--- config.mk ---
export PLATFORM = sky130hd
export DESIGN_NAME = spi_master_ctrl
export DESIGN_NICKNAME = d
export VERILOG_FILES = /design/src/rtl/spi_master_ctrl.sv
export SDC_FILE = /design/constraint.sdc
export NUM_CORES = 1
export LEC_CHECK = 0
export BUFFER_PORTS_ARGS = -buffer_cell sky130_fd_sc_hd__buf_4
export CORE_ASPECT_RATIO = 0.75
export CORE_MARGIN = 5
export CORE_UTILIZATION = 25
export CTS_CLUSTER_DIAMETER = 200
export CTS_CLUSTER_SIZE = 16
export DETAILED_ROUTE_END_ITERATION = 8
export GPL_TIMING_DRIVEN = 0
export HOLD_SLACK_MARGIN = 0.03
export PLACE_DENSITY = 0.49
export SLEW_MARGIN = 40
export SYNTH_ARGS = -nofsm -noshare
export SYNTH_HDL_FRONTEND = slang
export SYNTH_SLANG_ARGS = --single-unit
--- constraint.sdc ---
create_clock -name i_clk -period 4.5 [get_ports i_clk]
set_input_delay 0 -clock i_clk [delete_from_list [all_inputs] [get_ports i_clk]]
set_output_delay 0 -clock i_clk [all_outputs]
set_load 0.02 [all_outputs]
--- src/rtl/spi_master_ctrl.sv ---
// spi_master_ctrl: SPI mode-0 master sequencer (SCLK/CS_n, load/shift pulses, MISO sample).
// Optional macro SPI_CS_GUARD_EN adds a CS hold state before DONE and a post-DONE start lockout.
module spi_master_ctrl #(
    parameter int WIDTH   = 32,
    parameter int CLK_DIV = 4
) (
    input  logic i_clk,
    input  logic i_rst,
    input  logic i_start,
    input  logic i_miso,
    output logic o_sclk,
    output logic o_cs_n,
    output logic o_load_en,
    output logic o_sh_en,
    output logic o_miso_bit,
    output logic o_busy,
    output logic o_done
);
    localparam int DW = $clog2(CLK_DIV) + 1;
    localparam int BW = $clog2(WIDTH);

    typedef enum logic [2:0] {IDLE, LEAD, HIGH, LOW, GUARD, DONE} state_t;

    state_t          state, state_n;
    logic [DW-1:0]   div;
    logic [BW-1:0]   bit_cnt;
    logic            last, start_ok, busy_n;

    assign last = div == DW'(CLK_DIV - 1);

`ifdef SPI_CS_GUARD_EN
    logic [DW-1:0] lock;
    assign start_ok = lock == '0;
    // Minimum CS-high time: block new starts for CLK_DIV cycles after DONE
    always_ff @(posedge i_clk)
        if (i_rst) lock <= '0;
        else lock <= (state == DONE) ? DW'(CLK_DIV) : (lock != '0 ? lock - 1'b1 : '0);
`else
    assign start_ok = 1'b1;
`endif

    // Next-state logic; each timed phase lasts CLK_DIV cycles
    always_comb begin
        state_n = state;
        case (state)
            IDLE:    state_n = (i_start && start_ok) ? LEAD : IDLE;
            LEAD:    state_n = last ? HIGH : LEAD;
            HIGH:    state_n = last ? LOW : HIGH;
`ifdef SPI_CS_GUARD_EN
            LOW:     state_n = !last ? LOW : (bit_cnt == BW'(WIDTH - 1)) ? GUARD : HIGH;
            GUARD:   state_n = last ? DONE : GUARD;
`else
            LOW:     state_n = !last ? LOW : (bit_cnt == BW'(WIDTH - 1)) ? DONE : HIGH;
`endif
            DONE:    state_n = IDLE;
            default: state_n = IDLE;
        endcase
        busy_n = state_n inside {LEAD, HIGH, LOW, GUARD};
    end

    // State, phase divider (restarts on every state change) and bit counter
    always_ff @(posedge i_clk)
        if (i_rst) begin
            state   <= IDLE;
            div     <= '0;
            bit_cnt <= '0;
        end else begin
            state   <= state_n;
            div     <= (state_n != state || state == IDLE) ? '0 : div + 1'b1;
            bit_cnt <= (state == IDLE) ? '0 : (state == LOW && state_n == HIGH) ? bit_cnt + 1'b1 : bit_cnt;
        end

    // Registered outputs decoded from the upcoming state so they align with it
    always_ff @(posedge i_clk)
        if (i_rst) begin
            o_sclk     <= 1'b0;
            o_cs_n     <= 1'b1;
            o_load_en  <= 1'b0;
            o_sh_en    <= 1'b0;
            o_miso_bit <= 1'b0;
            o_busy     <= 1'b0;
            o_done     <= 1'b0;
        end else begin
            o_sclk     <= state_n == HIGH;
            o_cs_n     <= !busy_n;
            o_busy     <= busy_n;
            o_load_en  <= state == IDLE && state_n == LEAD;
            o_sh_en    <= state == HIGH && state_n == LOW;
            o_miso_bit <= (state == HIGH && state_n == LOW) ? i_miso : o_miso_bit;
            o_done     <= state_n == DONE;
        end
endmodule

* Word level (Yosys, flattened, before mapping)
Cells that the tools add are included.
** Word-level totals
- Register bits :: 18
- Bits in latches :: 0
- RAM bits :: 0
- Bits in read-only memories :: 0
- Input port bits :: 4
- Output and inout port bits :: 7
- Memories kept :: 0
** Cells by class
- $add $sub $neg :: 2
- Multiply operators :: 0
- Divide/modulo/power cells :: 0
- Magnitude comparators :: 0
- Equality and inequality tests :: 11
- Shift operators :: 0
- Muxes and demuxes :: 6
- Bitwise operators :: 0
- Reductions and logical operators :: 9
** Operators with widths (number)
- == test 3 x 2 -> 1 bit (second input constant) :: 5
- case mux 3 bit (4 select lines) :: 1
- == test 3 x 1 -> 1 bit (second input constant) :: 2
- == test 3 bit (second input constant) :: 2
- 2-to-1 mux 3 bit :: 2
- adder 5 x 1 -> 5 bit (second input constant) :: 1
- == test 5 bit (second input constant) :: 1
- nonzero test 4 bit :: 1
- OR reduction 2 bit :: 2
- adder 3 x 1 -> 3 bit (second input constant) :: 1
- logical AND 1 bit :: 3
- logical NOT 3 bit :: 1
- inequality test 3 bit :: 1
- 2-to-1 mux 1 bit :: 2
- 2-to-1 mux 2 bit :: 1
- logical NOT 1 bit :: 1
- logical OR 1 bit :: 1

* Depth between registers and ports, before layout
Gate-level depths: netlist of run 1.
- Depth after elaboration :: 7
- Depth in mapped cells :: 7

* Worst setup path after synthesis of run 1
No wires, ideal clock.
- Path type :: register to register
- From :: register bit_cnt[0]
- To :: register o_sclk
- Arrival :: 1.572 ns
- Required time :: 4.384 ns
- Path slack :: 2.812 ns
- Cell stages (with the launch flop) :: 8
- Clock period less this slack :: 1.688 ns
- Cell sequence :: dfxtp_1 -> ha_1 -> and3_1 -> ha_1 -> nand2b_4 -> a221oi_2 -> or3_4 -> and2_2
** Between the ends
- Cells in the longest elaborated chain, start to end :: 5
** RTL lines
- start: declaration :: RTL line 26 : logic [BW-1:0] bit_cnt;
- start signal: assignment :: RTL line 70 : bit_cnt <= (state == IDLE) ? '0 : (state == LOW && state_n == HIGH) ? bit_cnt + 1'b1 : bit_cnt;
- == test 5 bit :: RTL line 53 : LOW: state_n = !last ? LOW : (bit_cnt == BW'(WIDTH - 1)) ? DONE : HIGH;
- 2-to-1 mux 3 bit (2 in series) :: RTL line 53
- case mux 3 bit (4 select lines) :: RTL line 45 : case (state)
- == test 3 x 2 -> 1 bit :: RTL line 84 : o_sclk <= state_n == HIGH;
- end signal: assignment :: RTL line 76 : o_sclk <= 1'b0;
- end signal: assignment :: RTL line 84
- end: declaration :: RTL line 11 : output logic o_sclk,
No other way between the ends.
A chain may end at the register's enable or synchronous reset.

* Worst setup path after layout of run 1
- From :: register bit_cnt[0]
- To :: register o_load_en
** Between the ends
- Cells in the longest elaborated chain, start to end :: 6
** RTL lines
- == test 5 bit :: RTL line 53
- 2-to-1 mux 3 bit (2 in series) :: RTL line 53
- case mux 3 bit (4 select lines) :: RTL line 45
- == test 3 x 1 -> 1 bit :: RTL line 87 : o_load_en <= state == IDLE && state_n == LEAD;
- logical AND 1 bit :: RTL line 87
- end signal: assignment :: RTL line 78 : o_load_en <= 1'b0;
- end signal: assignment :: RTL line 87
- end: declaration :: RTL line 13 : output logic o_load_en,
No other way between the ends.

==> results of run 1 <==
[power groups by stage]
stage / sequential, uW / combinational (uW) / clock [uW]
after floorplan: 170 / 13.0 / 0
after global placement: 168 / 22.7 / 0
after detailed placement: 168 / 22.7 / 0
after CTS: 165 / 23.5 / 138
after global routing: 165 / 25.7 / 145
final: 165 / 23.3 / 132
[synthesized netlist by cell type (all sizes together)]
| master | n | share of area [%] |
|---|---|---|
| o21a | 1 | 0.95 |
| a21oi | 5 | 3.2 |
| nand3b | 1 | 0.95 |
| nor4 | 2 | 1.6 |
| ha | 4 | 6.3 |
| nand4 | 1 | 0.79 |
| a221oi | 1 | 1.9 |
| or3 | 1 | 1.4 |
| nor4b | 2 | 3.8 |
| nor2b | 1 | 1.1 |
| a22o | 1 | 1.1 |
| nor3 | 9 | 6.3 |
| and2 | 1 | 0.95 |
| dfxtp | 18 | 46 |
| and3b | 1 | 1.1 |
| nor2 | 7 | 3.6 |
| nand2b | 1 | 1.7 |
| xnor2 | 3 | 3.3 |
| o32ai | 1 | 1.1 |
| clkbuf | 1 | 0.47 |
| inv | 5 | 2.4 |
| nand3 | 1 | 0.63 |
| buf | 3 | 3.8 |
| o21ai | 3 | 1.9 |
| nand2 | 5 | 2.4 |
| and3 | 1 | 0.79 |
| or2 | 1 | 0.79 |
[metrics by stage]
stage | setup WS (ns) | std cells | cell area (um^2) | hold slack [ns]
after floorplan | 2.81 | 81 | 791 | 0.136
after global placement | 2.69 | 128 | 906 | 0.256
after detailed placement | 2.69 | 128 | 906 | 0.272
after CTS | 2.67 | 133 | 971 | 0.0828
after global routing | 2.53 | 133 | 971 | 0.130
final | 2.68 | 133 | 971 | 0.0856
[per-layer routing]
layer / track usage, % / up-vias
met1: 8.52 / 260
li1: - / 310
met4: 2.28 / 0
met3: 4.27 / 3
met2: 10.7 / 12
met5: 0 / -
[what timing repair did]
item	in CTS	in global routing
endpoints found under the hold margin	1	0
hold buffers	1	0
setup buffers	0	0
[sequential cells by signal (all words and copies together), names as in the netlist]
name,flops
bit_cnt,5
div,3
state,3
o_busy,1
o_cs_n,1
o_done,1
o_load_en,1
o_miso_bit,1
o_sclk,1
o_sh_en,1
[worst max-delay path, cell delays in order, from the launching register on]
cell	delay [ns]
dfxtp_1	0.37
ha_1	0.18
and3_1	0.16
ha_1	0.18
nand2b_4	0.18
a221oi_2	0.08
or3_4	0.38
nor4b_2	0.20
[path summary, 6_finish.rpt]
kind | start | end | slack (ns) | cells past startpoint
worst max register to register | bit_cnt[0] | o_load_en | 2.68 | 7
worst min register to register | div[0] | div[0] | 0.44 | 1
worst min-delay path | i_rst | state[0] | 0.09 | 2
worst max-delay path | bit_cnt[0] | o_load_en | 2.68 | 7
[cells by family (layout without fill, tap and decap cells)]
logic type | count (synthesis) | in the layout | synth area share [%]
flops | 18 | 18 | 45.6
xor+xnor | 3 | 3 | 3.32
simple gates | 35 | 35 | 28.0
buf+inv | 9 | 23 | 6.65
fa+ha+maj | 4 | 4 | 6.33
compound gates | 12 | 12 | 10.1
[layout make-up]
type,instances,area share [%]
Sequential cell,18,37.1
Timing Repair Buffer,10,7.99
Multi-Input combinational cell,54,38.9
Inverter,5,1.93
Clock buffer,4,5.67
Tap cell,38,4.90
Buffer,4,3.48
==> impl_metrics.yaml, run 1 <==
pwr:
  pwr-share-seq_pct: 51.4
  p_int_uw: 251
  pwr-share-clk_pct: 41.3
  swShare_pct: 21.6
  peakVddDrop_uv: 128
  leakage_uw: 0.000368
  power.density_nw_per_um2: 330
  p_comb_share_pct: 7.3
  fin_total_pwr_uw: 320
  p_sw_uw: 69.1
sta:
  max_freq_mhz: 550
  timing.final.crit_share_pct: 40.4
  finalCriticalPeriod_ns: 1.82
  skew_ns: 0.00325
  fin_setup_tns_ns: 0
  rsz0062_at_grt: "false"
  setup_viol_count_final: 0
  tightest_slew_ns: 0.407
  finalHoldViolCount: 0
  drv_slew: 0
  slew_headroom_pct: 72.6
clocking:
  clock-sinks: 18
  cts_buffers: 3
  cts_resized: 0
  cts_root_buf: "clkbuf_8"
  cts_tree: "built"
  htree_levels: 1
  path_clk_slew_ns: 0.07
  cts_buffer_depth: 2
  clk_latency_ns: 0.26
global_route:
  grt-ovfl-total: 0
  grt_start_max_net_pins: 11
  grtUsageTotal_pct: 7.15
  grt_first_pass_wirelength_mm: 2.33
  grt_pass1_vias: 532
  grt_antenna_before_repair: 0
placement:
  hpwl_mm: 1.10
  gp_congestion: 0.712
  io_buffers: 9
route:
  wl_met1_um: 665
  first_pass_iters: 4
  drcViolationCount: 0
  routed_wl_mm: 1.46
  wl_met2_um: 639
  postRouteAntennaNets: 0
  wl_per_cell_um: 11.0
  vias: 585
  vias_per_cell: 4.40
  highest_layer: "met4"
  wl_met3_um: 132
  drt-initial-drc-count: 20
job:
  cap_violations: 0
yosys:
  avgSynthCellArea_um2: 9.76
  syn_area_um2: 791
  synth_cells: 81
  syn_nets: 89
  ys_warn_count: 0
  synth_cell_type_count: 30
  yosysSeqAreaShare_pct: 45.6
  ys_ff_latch: 18
worst_setup_path:
  cp-start-kind: "flop"
  worstSetupPathType: "flop to flop"
  crit_required_ns: 4.67
  cp_max_fo: 6
  worst_setup_path_end_kind: "flop"
  critPathArrivalTime_ns: 1.99
floorplan:
  core_area_um2: 3000
  initial_core_util_pct: 26.4
  chipWidth_um: 74.9
  placementRows: 17
  dieArea_um2: 4400
  top_level_ports: 11
  fp.dieH_um: 58.7
finish:
  area_growth_pct: 22.8
  multi_input_area_um2: 378
  num_antenna_cells: 0
  regArea_um2: 360
  mostFrequentLayoutCell: "dfxtp_1"
  finalCoreUtilization_pct: 32.4
  nNetsFinal: 104
  layout_common_cells: "dfxtp_1 (18), buf_4 (10), nor3_1 (8), nor2_1 (6)"
  drive_gt1_share_pct: 26.3
  nFillCells: 314
outcome:
  outcome: "completed"
worst_hold_path:
  min_path_type: "input port to flop"
(Power assumes the default switching activity.)
==> run 2: changes to the inputs <==
clock period = 1.7 ns   (was 4.5 ns; I/O delays follow)
==> impl_metrics.yaml, run 2 (synthesized netlist as in run 1, its figures left out) <==
worst_setup_path:
  critPathArrivalTime_ns: 1.80
  worst_setup_path_end_kind: "flop"
  crit_required_ns: 1.85
  cp-start-kind: "flop"
  cp_max_fo: 3
  worstSetupPathType: "flop to flop"
placement:
  post_dp_cell_area_um2: 906
  place_inst: 128
  io_buffers: 9
  gp_congestion: 0.712
  preCtsSetupSlack_ns: -0.111
  hpwl_mm: 1.10
finish:
  drive_gt1_share_pct: 37.6
  multi_input_area_um2: 439
  layout_common_cells: "buf_4 (16), dfxtp_1 (16), nor3_1 (7), nor2_1 (6)"
  top_register: "bit_cnt"
  largest_reg_flops: 5
  regArea_um2: 363
  fin_area_um2: 1080
  nNetsFinal: 110
  stdcell_count: 139
  reg_top3: "bit_cnt: 5 flops, div: 3 flops, state: 3 flops"
  num_antenna_cells: 0
  area_growth_pct: 36.6
  nFillCells: 296
outcome:
  outcome: "completed"
sta:
  drv_slew: 0
  finalCriticalPeriod_ns: 1.65
  setup_viol_count_final: 0
  slew_headroom_pct: 68.5
  hold_ws_ns: 0.0859
  layout_setup_ws_ns: 0.0542
  max_freq_mhz: 608
  rsz0062_at_grt: "true"
  tightest_slew_ns: 0.469
  timing.final.crit_share_pct: 96.8
  skew_ns: 0.000700
  finalHoldViolCount: 0
floorplan:
  dieArea_um2: 4400
  core_area_um2: 3000
  placementRows: 17
  chipWidth_um: 74.9
  fp.dieH_um: 58.7
  top_level_ports: 11
  initial_core_util_pct: 26.4
pwr:
  swShare_pct: 21.7
  p_sw_uw: 186
  pwr-share-seq_pct: 50.9
  leakage_uw: 0.000397
  peakVddDrop_uv: 329
  pwr-share-clk_pct: 40.6
  p_comb_share_pct: 8.5
  p_int_uw: 670
  power.density_nw_per_um2: 792
global_route:
  grt_start_max_net_pins: 11
  grt-ovfl-total: 0
  grtUsageTotal_pct: 7.78
  grt_first_pass_wirelength_mm: 2.54
  grt_pass1_vias: 574
  grt_antenna_before_repair: 0
route:
  first_pass_iters: 4
  wl_per_cell_um: 11.3
  drt-initial-drc-count: 39
  postRouteAntennaNets: 0
  vias_per_cell: 4.38
  routed_wl_mm: 1.57
  drcViolationCount: 0
  vias: 609
clocking:
  cts_buffers: 3
  cts_buffer_depth: 2
  cts_tree: "built"
  cts_root_buf: "clkbuf_8"
  path_clk_slew_ns: 0.06
  htree_levels: 1
  clk_latency_ns: 0.26
  clock-sinks: 18
worst_hold_path:
  min_path_type: "input port to flop"
job:
  cap_violations: 0
[run 2: cell count changes in the layout (fill, tap and decap cells not counted), moves of 2 or more]
cell	before	now
dfxtp_2	0	2
ha_4	0	2
buf_4	10	16
ha_1	4	2
dfxtp_1	18	16
[run 2: worst max-delay path, cell delays in order (launching register included)]
cell and delay [ns]:
dfxtp_2 0.36, ha_4 0.14, and3_4 0.19, ha_4 0.13, nand2b_4 0.14, a221oi_4 0.06
or3_4 0.36, and2_2 0.18
[run 2: power by group through the flow]
stage | registers (uW) | logic (uW) | clock network (uW)
finish | 436 | 72.6 | 347
global route | 436 | 79.6 | 383
CTS | 435 | 68.9 | 365
detailed placement | 445 | 60.1 | 0
global placement | 445 | 60.1 | 0
floorplan | 451 | 34.4 | 0
[run 2: metrics by stage]
step | TNS (ns) | total power, uW | util (%)
after floorplan | 0 | 485 | -
after global placement | -0.466 | 505 | 30.2
after detailed placement | -0.514 | 505 | 30.2
after CTS | 0 | 870 | 34.5
after global routing | -0.0885 | 898 | 36.0
final | 0 | 856 | 36.0
[run 2: final cells by class]
class,instances,share of cell area [%]
Timing Repair Buffer,16,11.4
Clock buffer,4,5.10
Multi-Input combinational cell,54,40.7
Tap cell,38,4.40
Buffer,4,3.13
Sequential cell,18,33.6
Inverter,5,1.74
[run 2: repair_timing]
action / in CTS / in global routing
setup endpoints to repair: 6 / 6
hold buffers: 1 / 0
endpoints found under the hold margin: 1 / 0
pin swaps: 2 / 3
gates cloned: 0 / 0
resized for setup: 7 / 4
setup buffers: 4 / 2
[run 2: final timing paths]
check	slack (ns)	from	endpoint	cells past startpoint
worst max-delay path	0.05	bit_cnt[0]	o_sclk	7
worst min-delay path	0.09	i_rst	state[0]	2
worst max register to register	0.05	bit_cnt[0]	o_sclk	7
worst min register to register	0.43	div[0]	div[0]	1
[run 2: metal layers]
layer | vias to the layer above | global-route usage (%) | wire (um)
li1 | 324 | - | -
met1 | 272 | 9.14 | 736
met2 | 10 | 12.2 | 708
met3 | 3 | 4.27 | 106
met4 | 0 | 2.28 | 21
met5 | - | 0 | 0
==> run 3: changes to the inputs <==
GPL_TIMING_DRIVEN = not set   (was 0)
==> impl_metrics.yaml, run 3 (synthesized netlist as in run 1, its figures left out) <==
outcome:
  outcome: "completed"
clocking:
  cts_buffer_depth: 2
  postCtsSetupRepairBufs: 0
  htree_levels: 1
  cts_buffers: 3
  cts_root_buf: "clkbuf_8"
  clock-sinks: 18
  cts_tree: "built"
  clk_latency_ns: 0.25
  path_clk_slew_ns: 0.07
sta:
  skew_ns: 0.00205
  drv_slew: 0
  slew_headroom_pct: 62.6
  layout_setup_ws_ns: 0.0558
  hold_ws_ns: 0.170
  max_freq_mhz: 608
  finalCriticalPeriod_ns: 1.64
  rsz0062_at_grt: "true"
  tightest_slew_ns: 0.557
  setup_viol_count_final: 0
  timing.final.crit_share_pct: 96.7
  finalHoldViolCount: 0
floorplan:
  dieArea_um2: 4400
  core_area_um2: 3000
  chipWidth_um: 74.9
  fp.dieH_um: 58.7
  initial_core_util_pct: 26.4
  placementRows: 17
  top_level_ports: 11
finish:
  area_growth_pct: 37.5
  nFillCells: 304
  nNetsFinal: 111
  reg_top3: "bit_cnt: 5 flops, div: 3 flops, state: 3 flops"
  mostFrequentLayoutCell: "buf_4"
  largest_reg_flops: 5
  layout_common_cells: "buf_4 (19), dfxtp_1 (16), nor3_1 (7), nor2_1 (6)"
  top_register: "bit_cnt"
  drive_gt1_share_pct: 41.2
  num_antenna_cells: 0
worst_setup_path:
  cp_max_fo: 3
  worstSetupPathType: "flop to flop"
  crit_required_ns: 1.87
  worst_setup_path_end_kind: "flop"
  critPathArrivalTime_ns: 1.82
  cp-start-kind: "flop"
route:
  vias: 635
  drt-initial-drc-count: 50
  drcViolationCount: 0
  first_pass_iters: 4
  routed_wl_mm: 1.55
  postRouteAntennaNets: 0
  vias_per_cell: 4.54
  wl_per_cell_um: 11.1
pwr:
  leakage_uw: 0.000400
  peakVddDrop_uv: 363
  power.density_nw_per_um2: 783
global_route:
  grtUsageTotal_pct: 7.36
  grt-ovfl-total: 0
  grt_pass1_vias: 547
  grt_start_max_net_pins: 11
  grt_antenna_before_repair: 0
  grt_first_pass_wirelength_mm: 2.38
placement:
  io_buffers: 10
  preCtsSetupSlack_ns: -0.00425
  gp_congestion: 0.794
  hpwl_mm: 1.09
worst_hold_path:
  min_path_type: "input port to flop"
job:
  cap_violations: 0
-- run 3: cell types whose count changed in the layout (fill, tap and decap cells not counted) --
| cell | delta |
|---|---|
| o21a_2 | +1 |
| nand2_1 | -1 |
| nand2_2 | +1 |
| buf_6 | -2 |
| nor4_1 | -1 |
| nor4b_4 | -1 |
| clkbuf_1 | -1 |
| nor4_2 | +1 |
| buf_4 | +3 |
| o21a_1 | -1 |
| nor4b_2 | +1 |
| dlygate4sd3_1 | +1 |
-- run 3: repair_timing --
| item | in CTS | in global routing |
|---|---|---|
| pin swaps | 0 | 3 |
| hold endpoints to repair | 7 | 0 |
| endpoints found under the setup margin | 4 | 9 |
| hold buffers | 2 | 0 |
| gates resized for setup | 2 | 11 |
-- run 3: final cells by class --
class / count / area (um^2) / area share, %
Tap cell: 38 / 47.5 / 4.37
Inverter: 5 / 18.8 / 1.73
Timing Repair Buffer: 21 / 163 / 15.0
Multi-Input combinational cell: 54 / 440 / 40.5
Sequential cell: 18 / 363 / 33.4
Clock buffer: 4 / 55.1 / 5.06
-- run 3: power breakdown --
group          switching [uW]  internal (uW)
sequential               7.00            430
clock                     140            206
combinational            36.6           32.6
-- run 3: critical path: stages, from the launching register on --
cell and delay (ns):
dfxtp_2 0.35, ha_4 0.13, and3_4 0.18, ha_4 0.12, nand2b_4 0.13, a221oi_4 0.07, or3_4 0.34, nor4b_2 0.23
-- run 3: stage by stage --
stage | setup TNS (ns) | utilization (%) | instance area (um^2) | std cells | power (uW)
2_1_floorplan | 0 | - | 791 | 81 | 485
3_3_place_gp | 0 | 31.6 | 947 | 134 | 507
3_5_place_dp | -0.00425 | 31.6 | 947 | 134 | 507
4_1_cts | -0.00379 | 34.6 | 1040 | 140 | 865
5_1_grt | -0.0552 | 36.3 | 1090 | 140 | 894
6_report | 0 | 36.3 | 1090 | 140 | 852
-- run 3: final timing paths --
check	startpoint	to	slack [ns]	cells past startpoint
worst max-delay path	bit_cnt[1]	o_load_en	0.06	7
worst max register to register	bit_cnt[1]	o_load_en	0.06	7
worst min-delay path	i_start	o_busy	0.17	3
worst min register to register	div[0]	div[0]	0.45	1
-- run 3: layer usage --
metal | track usage [%] | share of wire (%) | vias to the layer above
met5 | 0 | 0 | -
met4 | 3.55 | 1.2 | 0
met3 | 4.27 | 7.6 | 4
met2 | 9.68 | 47 | 15
met1 | 9.47 | 44 | 290
li1 | - | - | 326
